## config.mk

```make
export PLATFORM = sky130hd
export DESIGN_NAME = axil_master_engine
export DESIGN_NICKNAME = d
export VERILOG_FILES = /design/src/rtl/axil_pkg.sv /design/src/rtl/axil_master_engine.sv
export SDC_FILE = /design/constraint.sdc
export NUM_CORES = 1
export LEC_CHECK = 0
export ABC_AREA = 1
export CAP_MARGIN = 15
export CORE_MARGIN = 3
export CORE_UTILIZATION = 42
export CTS_BUF_LIST = sky130_fd_sc_hd__clkbuf_8
export DETAILED_ROUTE_END_ITERATION = 16
export PLACE_DENSITY = 0.67
export SETUP_SLACK_MARGIN = 0.02
export SYNTH_ARGS = -nofsm -noshare
export SYNTH_HDL_FRONTEND = slang
export SYNTH_SLANG_ARGS = --single-unit
```

## constraint.sdc

```tcl
create_clock -name clk -period 7.1 [get_ports clk]
set_input_delay 1.42 -clock clk [delete_from_list [all_inputs] [get_ports clk]]
set_output_delay 1.42 -clock clk [all_outputs]
set_load 0.005 [all_outputs]
```

## src/rtl/axil_pkg.sv

```systemverilog
// Shared types and helpers for the AXI4-Lite master engine.
package axil_pkg;

    typedef enum logic [2:0] {
        S_IDLE,
        S_AW,
        S_W,
        S_B,
        S_AR,
        S_R,
        S_DONE
    } axil_state_e;

    localparam logic AXIL_OK = 1'b1;

    function automatic int unsigned beats(input int unsigned width, input int unsigned dsz);
        return width / dsz;
    endfunction

endpackage

```

## src/rtl/axil_master_engine.sv

```systemverilog
// AXI4-Lite master: streams NUM_OPS operands out as DSZ-bit write beats, reads back an RES_SZ-bit result.
// Optional macro RESP_RETRY_EN reissues a failed beat up to MAX_RETRY times before flagging err.
module axil_master_engine
    import axil_pkg::*;
#(
    parameter int unsigned SZ        = 32,
    parameter int unsigned NUM_OPS   = 2,
    parameter int unsigned RES_SZ    = 64,
    parameter int unsigned DSZ       = 8,
    parameter int unsigned ASZ       = 4,
    parameter int unsigned WBASE     = 0,
    parameter int unsigned RBASE     = 0,
    parameter int unsigned MAX_RETRY = 3
) (
    input  logic                  clk,
    input  logic                  rst,
    input  logic                  start,
    input  logic [NUM_OPS*SZ-1:0] op_data,
    output logic                  busy,
    output logic                  done,
    output logic                  err,
    output logic [RES_SZ-1:0]     res,
    output logic [ASZ-1:0]        awaddr,
    output logic                  awvalid,
    input  logic                  awready,
    output logic [DSZ-1:0]        wdata,
    output logic                  wvalid,
    input  logic                  wready,
    input  logic                  bresp,
    input  logic                  bvalid,
    output logic                  bready,
    output logic [ASZ-1:0]        araddr,
    output logic                  arvalid,
    input  logic                  arready,
    input  logic [DSZ-1:0]        rdata,
    input  logic                  rvalid,
    output logic                  rready,
    input  logic                  rresp
);

    localparam int unsigned OPW  = NUM_OPS * SZ;
    localparam int unsigned WB   = beats(OPW, DSZ);
    localparam int unsigned RB   = beats(RES_SZ, DSZ);
    localparam int unsigned KMAX = (WB > RB) ? WB : RB;
    localparam int unsigned KW   = (KMAX > 1) ? $clog2(KMAX) : 1;
    localparam int unsigned RW   = (MAX_RETRY > 0) ? $clog2(MAX_RETRY + 1) : 1;
`ifdef RESP_RETRY_EN
    localparam bit RETRY_EN = 1'b1;
`else
    localparam bit RETRY_EN = 1'b0;
`endif

    axil_state_e       state_q, state_d;
    logic [KW-1:0]     k_q, k_d;
    logic [RW-1:0]     retry_q, retry_d;
    logic [OPW-1:0]    shadow_q, shadow_d;
    logic [RES_SZ-1:0] res_sh_q, res_sh_d;
    logic [RES_SZ-1:0] res_q, res_d;
    logic              err_q, err_d;
    logic              done_q, done_d;
    logic              busy_q, busy_d;
    logic [ASZ-1:0]    awaddr_q, awaddr_d;
    logic              awvalid_q, awvalid_d;
    logic [DSZ-1:0]    wdata_q, wdata_d;
    logic              wvalid_q, wvalid_d;
    logic              bready_q, bready_d;
    logic [ASZ-1:0]    araddr_q, araddr_d;
    logic              arvalid_q, arvalid_d;
    logic              rready_q, rready_d;

    // Next-state, counters and the registered channel outputs derived from the next state.
    always_comb begin
        state_d  = state_q;
        k_d      = k_q;
        retry_d  = retry_q;
        shadow_d = shadow_q;
        res_sh_d = res_sh_q;
        res_d    = res_q;
        err_d    = err_q;
        done_d   = 1'b0;

        case (state_q)
            S_IDLE: begin
                if (start) begin
                    shadow_d = op_data;
                    err_d    = 1'b0;
                    k_d      = '0;
                    retry_d  = '0;
                    state_d  = S_AW;
                end
            end
            S_AW: if (awvalid_q && awready) state_d = S_W;
            S_W:  if (wvalid_q && wready)   state_d = S_B;
            S_B: begin
                if (bvalid && bready_q) begin
                    if (RETRY_EN && (bresp != AXIL_OK) && (retry_q < RW'(MAX_RETRY))) begin
                        retry_d = retry_q + RW'(1);
                        state_d = S_AW;
                    end else begin
                        if (bresp != AXIL_OK) err_d = 1'b1;
                        retry_d = '0;
                        if (k_q == KW'(WB - 1)) begin
                            k_d     = '0;
                            state_d = S_AR;
                        end else begin
                            k_d     = k_q + KW'(1);
                            state_d = S_AW;
                        end
                    end
                end
            end
            S_AR: if (arvalid_q && arready) state_d = S_R;
            S_R: begin
                if (rvalid && rready_q) begin
                    for (int unsigned i = 0; i < RB; i++) begin
                        if (k_q == KW'(i)) res_sh_d[i*DSZ +: DSZ] = rdata;
                    end
                    if (RETRY_EN && (rresp != AXIL_OK) && (retry_q < RW'(MAX_RETRY))) begin
                        retry_d = retry_q + RW'(1);
                        state_d = S_AR;
                    end else begin
                        if (rresp != AXIL_OK) err_d = 1'b1;
                        retry_d = '0;
                        if (k_q == KW'(RB - 1)) begin
                            state_d = S_DONE;
                        end else begin
                            k_d     = k_q + KW'(1);
                            state_d = S_AR;
                        end
                    end
                end
            end
            S_DONE: begin
                res_d   = res_sh_q;
                done_d  = 1'b1;
                state_d = S_IDLE;
            end
            default: state_d = S_IDLE;
        endcase

        // Address/data track k, which only moves on a completed response, so they hold while valid is up.
        busy_d    = (state_d != S_IDLE);
        awvalid_d = (state_d == S_AW);
        wvalid_d  = (state_d == S_W);
        bready_d  = (state_d == S_B);
        arvalid_d = (state_d == S_AR);
        rready_d  = (state_d == S_R);
        awaddr_d  = ASZ'(WBASE) + ASZ'(k_d);
        araddr_d  = ASZ'(RBASE) + ASZ'(k_d);
        wdata_d   = '0;
        for (int unsigned i = 0; i < WB; i++) begin
            if (k_d == KW'(i)) wdata_d = shadow_d[i*DSZ +: DSZ];
        end
    end

    always_ff @(posedge clk) begin
        if (rst) begin
            state_q   <= S_IDLE;
            k_q       <= '0;
            retry_q   <= '0;
            shadow_q  <= '0;
            res_sh_q  <= '0;
            res_q     <= '0;
            err_q     <= 1'b0;
            done_q    <= 1'b0;
            busy_q    <= 1'b0;
            awaddr_q  <= '0;
            awvalid_q <= 1'b0;
            wdata_q   <= '0;
            wvalid_q  <= 1'b0;
            bready_q  <= 1'b0;
            araddr_q  <= '0;
            arvalid_q <= 1'b0;
            rready_q  <= 1'b0;
        end else begin
            state_q   <= state_d;
            k_q       <= k_d;
            retry_q   <= retry_d;
            shadow_q  <= shadow_d;
            res_sh_q  <= res_sh_d;
            res_q     <= res_d;
            err_q     <= err_d;
            done_q    <= done_d;
            busy_q    <= busy_d;
            awaddr_q  <= awaddr_d;
            awvalid_q <= awvalid_d;
            wdata_q   <= wdata_d;
            wvalid_q  <= wvalid_d;
            bready_q  <= bready_d;
            araddr_q  <= araddr_d;
            arvalid_q <= arvalid_d;
            rready_q  <= rready_d;
        end
    end

    assign busy    = busy_q;
    assign done    = done_q;
    assign err     = err_q;
    assign res     = res_q;
    assign awaddr  = awaddr_q;
    assign awvalid = awvalid_q;
    assign wdata   = wdata_q;
    assign wvalid  = wvalid_q;
    assign bready  = bready_q;
    assign araddr  = araddr_q;
    assign arvalid = arvalid_q;
    assign rready  = rready_q;

endmodule

```

==> out/metrics.cfg <==
[worst_hold_path]
hold_path.class=register to register
whs_path_depth=2
hp-start=res_sh_q[19]
min_to=res[19]

[logic_synthesis]
synth_cells=1057
synth_edf_count=0
yosys_warnings=0
avgSynthCellArea_sq_um=8.028
yosysUniqueCellTypes=39
syn-cell-area_sq_mm=0.008486
synth_top_family_by_area=simple AND/OR/NAND/NOR gates
postSynthRegisterBits=214
synth_xor_area_frac=0
synth-seq-area-share=0.5049
synthMuxAreaShare=0.03893
synthFlopType=dfxtp_1
synth-simple-area-share=0.2215
synth_fa_ha_area_frac=0.01180
synthArstFlopShare=0
synth_compound_area_frac=0.1510

[routing]
finalWirelength_um=22740
drc_errors=0
dr_total_vias=7398
wl_per_cell_um=15.22
ant_nets=0
drt_iter0_markers=501
detail_route.first_pass.iterations=5
viasPerCell=4.952

[sta]
finClkSkew_ns=0.01826
worst_pin_slew_ns=1.064
worst_slack_ns=3.588
max_slew_margin=0.2898
finalHoldViolCount=0
setup_viol_count_final=0
clock.fmax_mhz=284.7
drv_slew=0
period_share=0.4947
rsz0062_at_grt=false
period_minus_slack_ns=3.512
finalSetupTns_ns=0

[global_routing]
overflow=0
grt_usage=0.2028
grt_pass1_wl_um=36440
grt_pass1_vias=7109
grt_max_degree=129
antenna_found_initial=0

[worst_setup_path]
r2r_setup_slack_ns=4.05
cp-end-kind=register
cp_max_fo=11
crit_type=primary input to register
r2r-start=araddr[0]
worst_setup_path_start_kind=primary input
critPathRequiredTime_ns=7.52
r2r-end=wdata[3]
ff2ff_path_depth=15
critPathArrivalTime_ns=3.93

[clock_network]
ctsResizeCount=0
clkTransAtPathRegs_ns=0.06
cts_root_buf=clkbuf_8
cts_tree=built
cts-buffers-inserted=38
clock_latency_ns=0.53
clk_path_buf_depth=3
htreeDepth=2
cts-hold-fix-buffers=0
cts.sinks=214
cts_post_setup_buffers_inserted=0

[cells_and_area]
final_cell_mix=216 x nor2_1, 214 x dfxtp_1, 166 x clkdlybuf4s50_1
area_growth_pct=29.12
antenna_cells=0
nFillCells=1890
final_common_cell=nor2_1
drive_gt1_frac=0.09032
stdcell_area_sq_mm=0.01096
nNetsFinal=1292

[floorplan]
core_sq_mm=0.01965
io_pins=170
initial_core_util=0.4318
die_area_sq_mm=0.02195
fp.dieW_um=148.1
fp-row-count=51
die-height_um=148.1

[pwr]
power_density_mw_per_mm2=237.9
p_total_mw=2.607
p_leak_nw=4.781
vdd_drop_max_uv=131.0

[place]
gp_congestion=0.8601
place_ws_ns=3.071
dpl.hpwl_um=15050
placed_cell_area_sq_mm=0.01019
io_buffers=167

[outcome]
outcome=complete, no violations

[flow_run]
maxCapViolations=0

[cells by family (layout without fill, tap and decap cells)]
| group | after synthesis | in the layout |
|---|---|---|
| multiplexers | 33 | 33 |
| adder cells (fa/ha/maj) | 8 | 8 |
| AND/OR/NAND/NOR | 414 | 414 |
| flip-flops | 214 | 214 |
| AO/OA/AOI/OAI | 250 | 250 |
| buffers and inverters | 137 | 308 |
| other | 1 | 2 |
[through the flow]
| step | util | hold WS, ns | cells |
|---|---|---|---|
| 6_report | 0.5575 | 0.4374 | 1494 |
| 4_1_cts | 0.5575 | 0.4404 | 1494 |
| 3_3_place_gp | 0.5186 | 0.4294 | 1427 |
| 5_1_grt | 0.5575 | 0.4709 | 1494 |
| 3_5_place_dp | 0.5186 | 0.4313 | 1427 |
| 2_1_floorplan | - | 0.4205 | 1058 |
[critical path: stages]
cell             delay [ns]
clkdlybuf4s50_1        0.53
nand2_1                0.17
inv_1                  0.09
nand2_1                0.05
nand3_1                0.09
nand3_1                0.09
nor2_1                 0.63
nor2_1                 0.16
nand2_1                0.30
o21ai_0                0.14
inv_1                  0.07
nand4_1                0.08
nand2_1                0.06
nand2_1                0.04
[report_power, final]
group | leakage [nW] | total [mW] | internal, mW | switching, mW
Clock | 0.425 | 1.13 | 0.622 | 0.506
Sequential | 1.74 | 1.25 | 1.24 | 0.0124
Combinational | 2.62 | 0.230 | 0.106 | 0.123
Total | 4.78 | 2.61 | 1.97 | 0.642
[cells in the mapped netlist (2+ instances only)]
cell type	n	area (sq um)
nand2_1	86	322.8
nor2_1	216	810.8
mux2i_1	33	330.3
buf_6	5	56.30
nand3_2	3	30.03
nand3_1	27	135.1
dfxtp_1	214	4284
buf_4	11	82.58
clkbuf_1	38	142.6
nand2_2	3	18.77
nor2_4	2	22.52
o21a_1	8	60.06
buf_2	11	55.05
buf_1	4	15.01
or2_2	16	100.1
a21oi_1	94	470.5
a31oi_1	2	12.51
nor4_1	5	31.28
inv_1	62	232.7
inv_2	6	22.52
nor3_2	4	40.04
o21ai_0	142	710.7
o21ai_1	2	10.01
nand4_1	27	168.9
nor2_2	6	37.54
ha_1	8	100.1
or2_0	8	50.05
nor3_1	3	15.01
[state kept, by name (all words and copies together) (netlist names)]
name and cells:
araddr 3, arvalid 1, awvalid 1, bready 1
busy 1, done 1, err 1, res 64
res_sh_q 64, rready 1, shadow_q 64, state_q 3
wdata 8, wvalid 1
[layout make-up]
type                       instances  area [sq um]  share of cell area
clock buffer                      49         674.4             0.06155
clock inverter                    18         90.09            0.008222
inverter                          68         255.2             0.02330
multi-input combinational        707          3610              0.3294
sequential                       214          4284              0.3910
tap                              265         331.6             0.03026
timing repair buffer             173          1712              0.1562
[per-layer routing]
metal | vias to the layer above | routed length, um | GRT usage
li1 | 3779 | - | -
met1 | 3320 | 10100 | 0.2671
met2 | 249 | 10490 | 0.3277
met3 | 50 | 1564 | 0.04997
met4 | 0 | 580 | 0.06882
met5 | - | 0 | 0
[worst max path at each step]
stage                 from       end  cells after the start
floorplan           rvalid  wdata[3]                     12
finish              bvalid  wdata[3]                     14
CTS                 bvalid  wdata[3]                     14
detailed placement  bvalid  wdata[3]                     14
global placement    bvalid  wdata[3]                     14
global route        bvalid  wdata[3]                     14
(Power assumes the default switching activity.)
